File: config.mk
export PLATFORM = sky130hd
export DESIGN_NAME = ptw_mem_arbiter_flat
export DESIGN_NICKNAME = d
export VERILOG_FILES = /design/src/rtl/ptw_mem_arbiter_pkg.sv /design/src/rtl/ptw_mem_arbiter_if.sv /design/src/rtl/ptw_mem_arbiter.sv /design/src/flat_wrapper.sv
export SDC_FILE = /design/constraint.sdc
export NUM_CORES = 1
export LEC_CHECK = 0
export ABC_CLOCK_PERIOD_IN_PS = 3990
export CELL_PAD_IN_SITES_DETAIL_PLACEMENT = 2
export CELL_PAD_IN_SITES_GLOBAL_PLACEMENT = 2
export CORE_AREA = 10 10 159 161
export DETAILED_ROUTE_END_ITERATION = 16
export DIE_AREA = 0 0 169 171
export GPL_ROUTABILITY_DRIVEN = 0
export GPL_TIMING_DRIVEN = 0
export HOLD_SLACK_MARGIN = 0.15
export PLACE_DENSITY = 0.9
export SETUP_SLACK_MARGIN = 0.1
export SYNTH_ARGS = -nofsm -noshare
export SYNTH_HDL_FRONTEND = slang
export SYNTH_SLANG_ARGS = --single-unit
File: constraint.sdc
create_clock -name clk -period 3.99 [get_ports clk]
set_input_delay 0.798 -clock clk [delete_from_list [all_inputs] [get_ports clk]]
set_output_delay 0.798 -clock clk [all_outputs]
set_load 0.1 [all_outputs]
File: src/rtl/ptw_mem_arbiter_pkg.sv
// Shared cache-port types for the page table walker memory arbiter,
// plus the two-way round-robin pick used to choose a requester.
package ptw_mem_arbiter_pkg;

    localparam int ADDR_W = 32;
    localparam int DATA_W = 32;

    typedef struct packed {
        logic              valid;
        logic [ADDR_W-1:0] addr;
        logic              wen;
        logic [DATA_W-1:0] wdata;
    } CacheReq;

    typedef struct packed {
        logic              valid;
        logic [DATA_W-1:0] rdata;
    } CacheResp;

    typedef enum logic [1:0] {
        USER       = 2'b00,
        SUPERVISOR = 2'b01,
        MACHINE    = 2'b11
    } modetype;

    // A lone requester always wins; on a tie the pointer decides.
    function automatic logic rr_pick(input logic ivalid, input logic dvalid, input logic ptr);
        return (ivalid && dvalid) ? ptr : dvalid;
    endfunction

endpackage

File: src/rtl/ptw_mem_arbiter_if.sv
// Request and response halves of a cache port; the requester side is master
// of the request, the responder side is master of the response.
interface cache_req_if;
    import ptw_mem_arbiter_pkg::*;

    logic              valid;
    logic [ADDR_W-1:0] addr;
    logic              wen;
    logic [DATA_W-1:0] wdata;
    logic              ready;

    modport master (output valid, addr, wen, wdata, input ready);
    modport slave  (input valid, addr, wen, wdata, output ready);
endinterface

interface cache_resp_if;
    import ptw_mem_arbiter_pkg::*;

    logic              valid;
    logic [DATA_W-1:0] rdata;

    modport master (output valid, rdata);
    modport slave  (input valid, rdata);
endinterface

File: src/rtl/ptw_mem_arbiter.sv
// Round-robin arbiter sharing one memory port between the instruction-side and
// data-side page table walkers, with one transaction outstanding at a time.
module ptw_mem_arbiter
    import ptw_mem_arbiter_pkg::*;
#(
    parameter bit LOG_ENABLE = 1'b0
) (
    input  logic         clk,
    input  logic         rst_n,
    cache_req_if.slave   ireq,
    cache_resp_if.master iresp,
    cache_req_if.slave   dreq,
    cache_resp_if.master dresp,
    input  logic         ikill,
    input  logic         dkill,
    cache_req_if.master  memreq,
    cache_resp_if.slave  memresp
);

    typedef enum logic [1:0] {
        IDLE  = 2'd0,
        ISSUE = 2'd1,
        WAIT  = 2'd2
    } statetype;

    statetype state, state_next;
    logic     owner, owner_next;
    logic     ptr, ptr_next;
    logic     drop, drop_next;
    CacheReq  s_req, s_req_next;

    logic     any_valid;
    logic     winner;
    logic     win_kill;
    logic     kill_owner;
    logic     fwd_valid;
    CacheReq  win_req;

    assign any_valid  = ireq.valid | dreq.valid;
    assign winner     = rr_pick(ireq.valid, dreq.valid, ptr);
    assign win_kill   = winner ? dkill : ikill;
    assign kill_owner = owner ? dkill : ikill;
    assign fwd_valid  = memresp.valid && !drop && !kill_owner;

    assign win_req = winner ? '{valid: 1'b1, addr: dreq.addr, wen: dreq.wen, wdata: dreq.wdata}
                            : '{valid: 1'b1, addr: ireq.addr, wen: ireq.wen, wdata: ireq.wdata};

    assign iresp.rdata = memresp.rdata;
    assign dresp.rdata = memresp.rdata;

    always_ff @(posedge clk or negedge rst_n) begin
        if (!rst_n) begin
            state <= IDLE;
            owner <= 1'b0;
            ptr   <= 1'b0;
            drop  <= 1'b0;
            s_req <= '0;
        end else begin
            state <= state_next;
            owner <= owner_next;
            ptr   <= ptr_next;
            drop  <= drop_next;
            s_req <= s_req_next;
        end
    end

    always_comb begin
        state_next    = state;
        owner_next    = owner;
        ptr_next      = ptr;
        drop_next     = drop;
        s_req_next    = s_req;
        ireq.ready    = 1'b0;
        dreq.ready    = 1'b0;
        memreq.valid  = 1'b0;
        memreq.addr   = s_req.addr;
        memreq.wen    = s_req.wen;
        memreq.wdata  = s_req.wdata;
        iresp.valid   = 1'b0;
        dresp.valid   = 1'b0;

        case (state)
            IDLE: begin
                ireq.ready = !winner;
                dreq.ready = winner;
                // A killed winner still sees ready, but its request is not taken.
                if (any_valid && !win_kill) begin
                    s_req_next = win_req;
                    owner_next = winner;
                    drop_next  = 1'b0;
                    state_next = ISSUE;
                end
            end
            ISSUE: begin
                memreq.valid = s_req.valid;
                // Once memory has taken the request, a kill can only discard the response.
                if (memreq.ready) begin
                    drop_next  = kill_owner;
                    state_next = WAIT;
                end else if (kill_owner) begin
                    state_next = IDLE;
                end
            end
            WAIT: begin
                if (kill_owner) begin
                    drop_next = 1'b1;
                end
                if (memresp.valid) begin
                    ptr_next   = ~owner;
                    state_next = IDLE;
                end
                iresp.valid = !owner && fwd_valid;
                dresp.valid = owner && fwd_valid;
            end
            default: begin
                state_next = IDLE;
            end
        endcase
    end

    if (LOG_ENABLE) begin : g_log
        logic [4:0] debug_line;
        assign debug_line = {state, owner, ptr, drop};
    end

endmodule

File: src/flat_wrapper.sv
// flat-port wrapper written by rule: the top's interface ports become plain ports
module ptw_mem_arbiter_flat import ptw_mem_arbiter_pkg::*;
#(
    parameter bit LOG_ENABLE = 1'b0
)
  (clk, rst_n, ikill, dkill, ireq_valid, ireq_addr, ireq_wen, ireq_wdata, ireq_ready, iresp_valid, iresp_rdata, dreq_valid, dreq_addr, dreq_wen, dreq_wdata, dreq_ready, dresp_valid, dresp_rdata, memreq_valid, memreq_addr, memreq_wen, memreq_wdata, memreq_ready, memresp_valid, memresp_rdata);
  cache_req_if ireq_i ();
  cache_resp_if iresp_i ();
  cache_req_if dreq_i ();
  cache_resp_if dresp_i ();
  cache_req_if memreq_i ();
  cache_resp_if memresp_i ();
  input  logic clk;
  input  logic rst_n;
  input  logic ikill;
  input  logic dkill;
  input wire logic [$bits(ireq_i.valid)-1:0] ireq_valid;
  input wire logic [$bits(ireq_i.addr)-1:0] ireq_addr;
  input wire logic [$bits(ireq_i.wen)-1:0] ireq_wen;
  input wire logic [$bits(ireq_i.wdata)-1:0] ireq_wdata;
  output wire logic [$bits(ireq_i.ready)-1:0] ireq_ready;
  output wire logic [$bits(iresp_i.valid)-1:0] iresp_valid;
  output wire logic [$bits(iresp_i.rdata)-1:0] iresp_rdata;
  input wire logic [$bits(dreq_i.valid)-1:0] dreq_valid;
  input wire logic [$bits(dreq_i.addr)-1:0] dreq_addr;
  input wire logic [$bits(dreq_i.wen)-1:0] dreq_wen;
  input wire logic [$bits(dreq_i.wdata)-1:0] dreq_wdata;
  output wire logic [$bits(dreq_i.ready)-1:0] dreq_ready;
  output wire logic [$bits(dresp_i.valid)-1:0] dresp_valid;
  output wire logic [$bits(dresp_i.rdata)-1:0] dresp_rdata;
  output wire logic [$bits(memreq_i.valid)-1:0] memreq_valid;
  output wire logic [$bits(memreq_i.addr)-1:0] memreq_addr;
  output wire logic [$bits(memreq_i.wen)-1:0] memreq_wen;
  output wire logic [$bits(memreq_i.wdata)-1:0] memreq_wdata;
  input wire logic [$bits(memreq_i.ready)-1:0] memreq_ready;
  input wire logic [$bits(memresp_i.valid)-1:0] memresp_valid;
  input wire logic [$bits(memresp_i.rdata)-1:0] memresp_rdata;
  assign ireq_i.valid = ireq_valid;
  assign ireq_i.addr = ireq_addr;
  assign ireq_i.wen = ireq_wen;
  assign ireq_i.wdata = ireq_wdata;
  assign ireq_ready = ireq_i.ready;
  assign iresp_valid = iresp_i.valid;
  assign iresp_rdata = iresp_i.rdata;
  assign dreq_i.valid = dreq_valid;
  assign dreq_i.addr = dreq_addr;
  assign dreq_i.wen = dreq_wen;
  assign dreq_i.wdata = dreq_wdata;
  assign dreq_ready = dreq_i.ready;
  assign dresp_valid = dresp_i.valid;
  assign dresp_rdata = dresp_i.rdata;
  assign memreq_valid = memreq_i.valid;
  assign memreq_addr = memreq_i.addr;
  assign memreq_wen = memreq_i.wen;
  assign memreq_wdata = memreq_i.wdata;
  assign memreq_i.ready = memreq_ready;
  assign memresp_i.valid = memresp_valid;
  assign memresp_i.rdata = memresp_rdata;
  ptw_mem_arbiter #(.LOG_ENABLE(LOG_ENABLE)) u_core (.clk(clk), .rst_n(rst_n), .ireq(ireq_i), .iresp(iresp_i), .dreq(dreq_i), .dresp(dresp_i), .ikill(ikill), .dkill(dkill), .memreq(memreq_i), .memresp(memresp_i));
endmodule
==> flow_metrics.py <==
metrics = {
    "sta": {
        "rsz0062_at_grt": "no",
        "slew_headroom_pct": 30.4,
        "final_min_period_over_clock_period_pct": 91.4,
        "setup_viol": 0,
        "max_slew.worst_pin.slew_ps": 1040,
        "hold_viol": 0,
        "fin_skew_ps": 7.64,
        "fmax_ghz": 0.274,
        "period_needed_ps": 3650,
        "hold_slack_ps": 409,
        "drv_slew": 0,
    },
    "layout": {
        "finish.instance_area_mm2": 0.00804,
        "post-route-util_pct": 36.1,
        "design.final.nets": 929,
        "layout.cells.most_common_list": "sky130_fd_sc_hd__clkdlybuf4s50_1 (269), sky130_fd_sc_hd__buf_4 (131), sky130_fd_sc_hd__dfrtp_1 (71), sky130_fd_sc_hd__a21oi_1 (67), sky130_fd_sc_hd__mux2i_1 (66)",
        "n_antenna_cell": 0,
        "commonest_non_fill_non_tap_cell_in_the_layout": "sky130_fd_sc_hd__clkdlybuf4s50_1",
        "final-instance-count-excl-fill": 1044,
        "area_delta_synth_final_pct": 75.1,
        "post_route_cells_drive_above_1_share_pct": 22.5,
    },
    "clock_network": {
        "clock_latency_ps": 340,
        "cts_root_buffer": "sky130_fd_sc_hd__clkbuf_16",
        "post-cts-setup-buffer-count": 0,
        "holdBufCountCts": 0,
        "cts-root-to-sink-buffers": 2,
        "clock_tree_from_tritoncts": "done",
        "total_cts_buffers": 9,
        "cts.sinks": 71,
        "clk_pin_slew_worst_paths_ps": 60,
        "cts.repair.resized": 4,
        "htreeDepth": 3,
    },
    "worst_setup_path": {
        "cp-start-kind": "register",
        "cp_slowest_cell": "sky130_fd_sc_hd__clkdlybuf4s15_2",
        "critPathBufInv": 5,
        "setup.worst_path.class": "register to output pin",
        "critical_path_arrival_ps": 2850,
        "critical-path-top-delay-family": "buffers and inverters",
        "cp_num_cells": 7,
        "critPathRequiredTime_ps": 3190,
        "critical_path.cell_chain": "inv_1, ha_1, buf_2, clkbuf_2, clkbuf_1, and2_1, clkdlybuf4s15_2",
        "critical-path-max-stage-delay_ps": 560,
        "timing.reg2reg.worst_path_depth": 7,
        "crit_fanout": 10,
        "worst_setup_path_end_kind": "output pin",
    },
    "drt": {
        "first_iteration_detailed_routing_drc_count": 145,
        "drt-total-wl_um": 21000,
        "antenna_violating_nets_post_route": 0,
        "wire_per_inst_um": 20.1,
        "dr.pass1.iters": 4,
        "drt_drc_violations_left": 0,
        "detail_route.vias_per_cell": 4.30,
        "dr_total_vias": 4491,
    },
    "floorplan": {
        "die_ht_um": 171,
        "die_area_mm2": 0.0289,
        "num_rows": 55,
        "width_of_the_die_um": 169,
        "initial_core_util_pct": 20.6,
        "ioPinCount": 304,
        "core_area_mm2": 0.0222,
    },
    "grt": {
        "largest_net_degree_at_the_start_of_global_routing": 39,
        "antenna_found_initial": 0,
        "first_global_vias": 5273,
        "met2_usage_pct": 25.7,
        "grtUsageMet1_pct": 14.6,
        "grt_first_pass_wirelength_um": 31400,
        "grt-ovfl-total": 0,
        "grt.met3_usage_pct": 5.21,
        "global_route_hottest_layer": "met2",
        "grt_util_all_layers_pct": 13.9,
    },
    "synthesis": {
        "syn_area_mm2": 0.00459,
        "top_reg_cell_synth": "sky130_fd_sc_hd__dfrtp_1",
        "synth.top_cell.area_share_pct": 38.7,
        "async_flop_share_pct": 100,
        "syn_inst_count": 471,
        "ys_top_cells_by_area": "sky130_fd_sc_hd__dfrtp_1 (39%), sky130_fd_sc_hd__buf_4 (21%), sky130_fd_sc_hd__mux2i_1 (14%)",
        "synth-seq-cells": 71,
        "synthesis.yosys.warnings": 0,
        "post-synth-top-area-cell": "sky130_fd_sc_hd__dfrtp_1",
        "synth.lib_cells_used.distinct": 28,
        "seq_area_frac_synth_pct": 38.7,
        "post_synth.cell_area_avg_um2": 9.74,
        "edff_count_synth": 0,
        "synth.net_count": 646,
    },
    "status": {
        "run_status": "finished, final reports clean",
    },
    "run": {
        "max_cap_viol_count": 0,
    },
    "place": {
        "port_buffers": 271,
        "placedInstanceArea_mm2": 0.00769,
        "placed_cells_incl_taps": 1028,
        "place.detailed.hpwl_um": 17500,
    },
    "worst_hold_path": {
        "timing.hold.worst.class": "primary input to asynchronous set/reset pin",
    },
    "power_and_ir_drop": {
        "cellLeakagePower_nw": 3.55,
        "vdd_drop_max_mv": 0.264,
        "power_per_cell_area_mw_per_mm2": 962,
    },
}
[layer usage]
layer	share of wire (%)	up-vias
li1	-	2116
met1	37	2196
met2	53	169
met3	8.5	10
met4	1.0	0
met5	0	-
[flip-flops by register name (all words and copies together) (netlist names)]
register and count:
u_core.drop 1, u_core.ptr 1, u_core.s_req 1, u_core.owner 1, u_core.memreq.wen 1, u_core.state 2
u_core.memreq.addr 32, u_core.memreq.wdata 32
[synthesized netlist by cell type, types with 3 or more instances]
cell type                  number
sky130_fd_sc_hd__buf_4        130
sky130_fd_sc_hd__dfrtp_1       71
sky130_fd_sc_hd__a21oi_1       67
sky130_fd_sc_hd__mux2i_1       66
sky130_fd_sc_hd__a31oi_1       65
sky130_fd_sc_hd__clkbuf_1      17
sky130_fd_sc_hd__buf_2         16
sky130_fd_sc_hd__ha_1           5
sky130_fd_sc_hd__nand2_1        5
sky130_fd_sc_hd__nand2b_1       5
sky130_fd_sc_hd__and2_1         3
sky130_fd_sc_hd__inv_1          3
sky130_fd_sc_hd__nor2b_1        3
[area by class of cell]
class,count,area (um2)
well taps,285,357
plain buffers,164,1130
repair buffers,272,2730
multi-input cells,233,1680
flip-flops and latches,71,1780
fillers,2450,14200
clock inverters,7,120
clock buffers,9,225
inverters,3,11.3
[stage by stage]
| stage | total power [mW] | setup WS [ps] | setup TNS (ps) |
|---|---|---|---|
| 6_report | 7.73 | 345 | 0 |
| 5_1_grt | 8.12 | 130 | 0 |
| 4_1_cts | 7.83 | 262 | 0 |
| 3_5_place_dp | 6.85 | -207 | -207 |
| 3_3_place_gp | 6.71 | -534 | -37640 |
| 2_1_floorplan | 5.45 | 590 | 0 |
[cells by family after synthesis]
logic type | count (synthesis) | share of synthesized area (%)
buffers and inverters | 167 | 24.9
AO/OA/AOI/OAI | 142 | 18.0
flip-flops | 71 | 38.7
multiplexers | 67 | 14.6
AND/OR/NAND/NOR | 19 | 2.37
adder cells (fa/ha/maj) | 5 | 1.36
[path summary, 6_finish.rpt]
path	from	end	slack, ps
max	u_core.state[1]	ireq_ready	340
max in group asynchronous	rst_n	u_core.memreq.wdata[12]	2980
min	rst_n	u_core.ptr	410
min reg2reg	u_core.s_req[65]	u_core.s_req[65]	510
max reg2reg	u_core.state[1]	u_core.memreq.addr[2]	1820
min in group clk	u_core.s_req[65]	u_core.s_req[65]	510
[power by group]
part | total [mW] | internal, mW | leakage [nW] | switching (mW)
Sequential | 1.29 | 1.07 | 0.784 | 0.215
Combinational | 5.50 | 1.55 | 2.60 | 3.95
Clock | 0.943 | 0.613 | 0.166 | 0.330
Power figures use the tool's default switching activity.
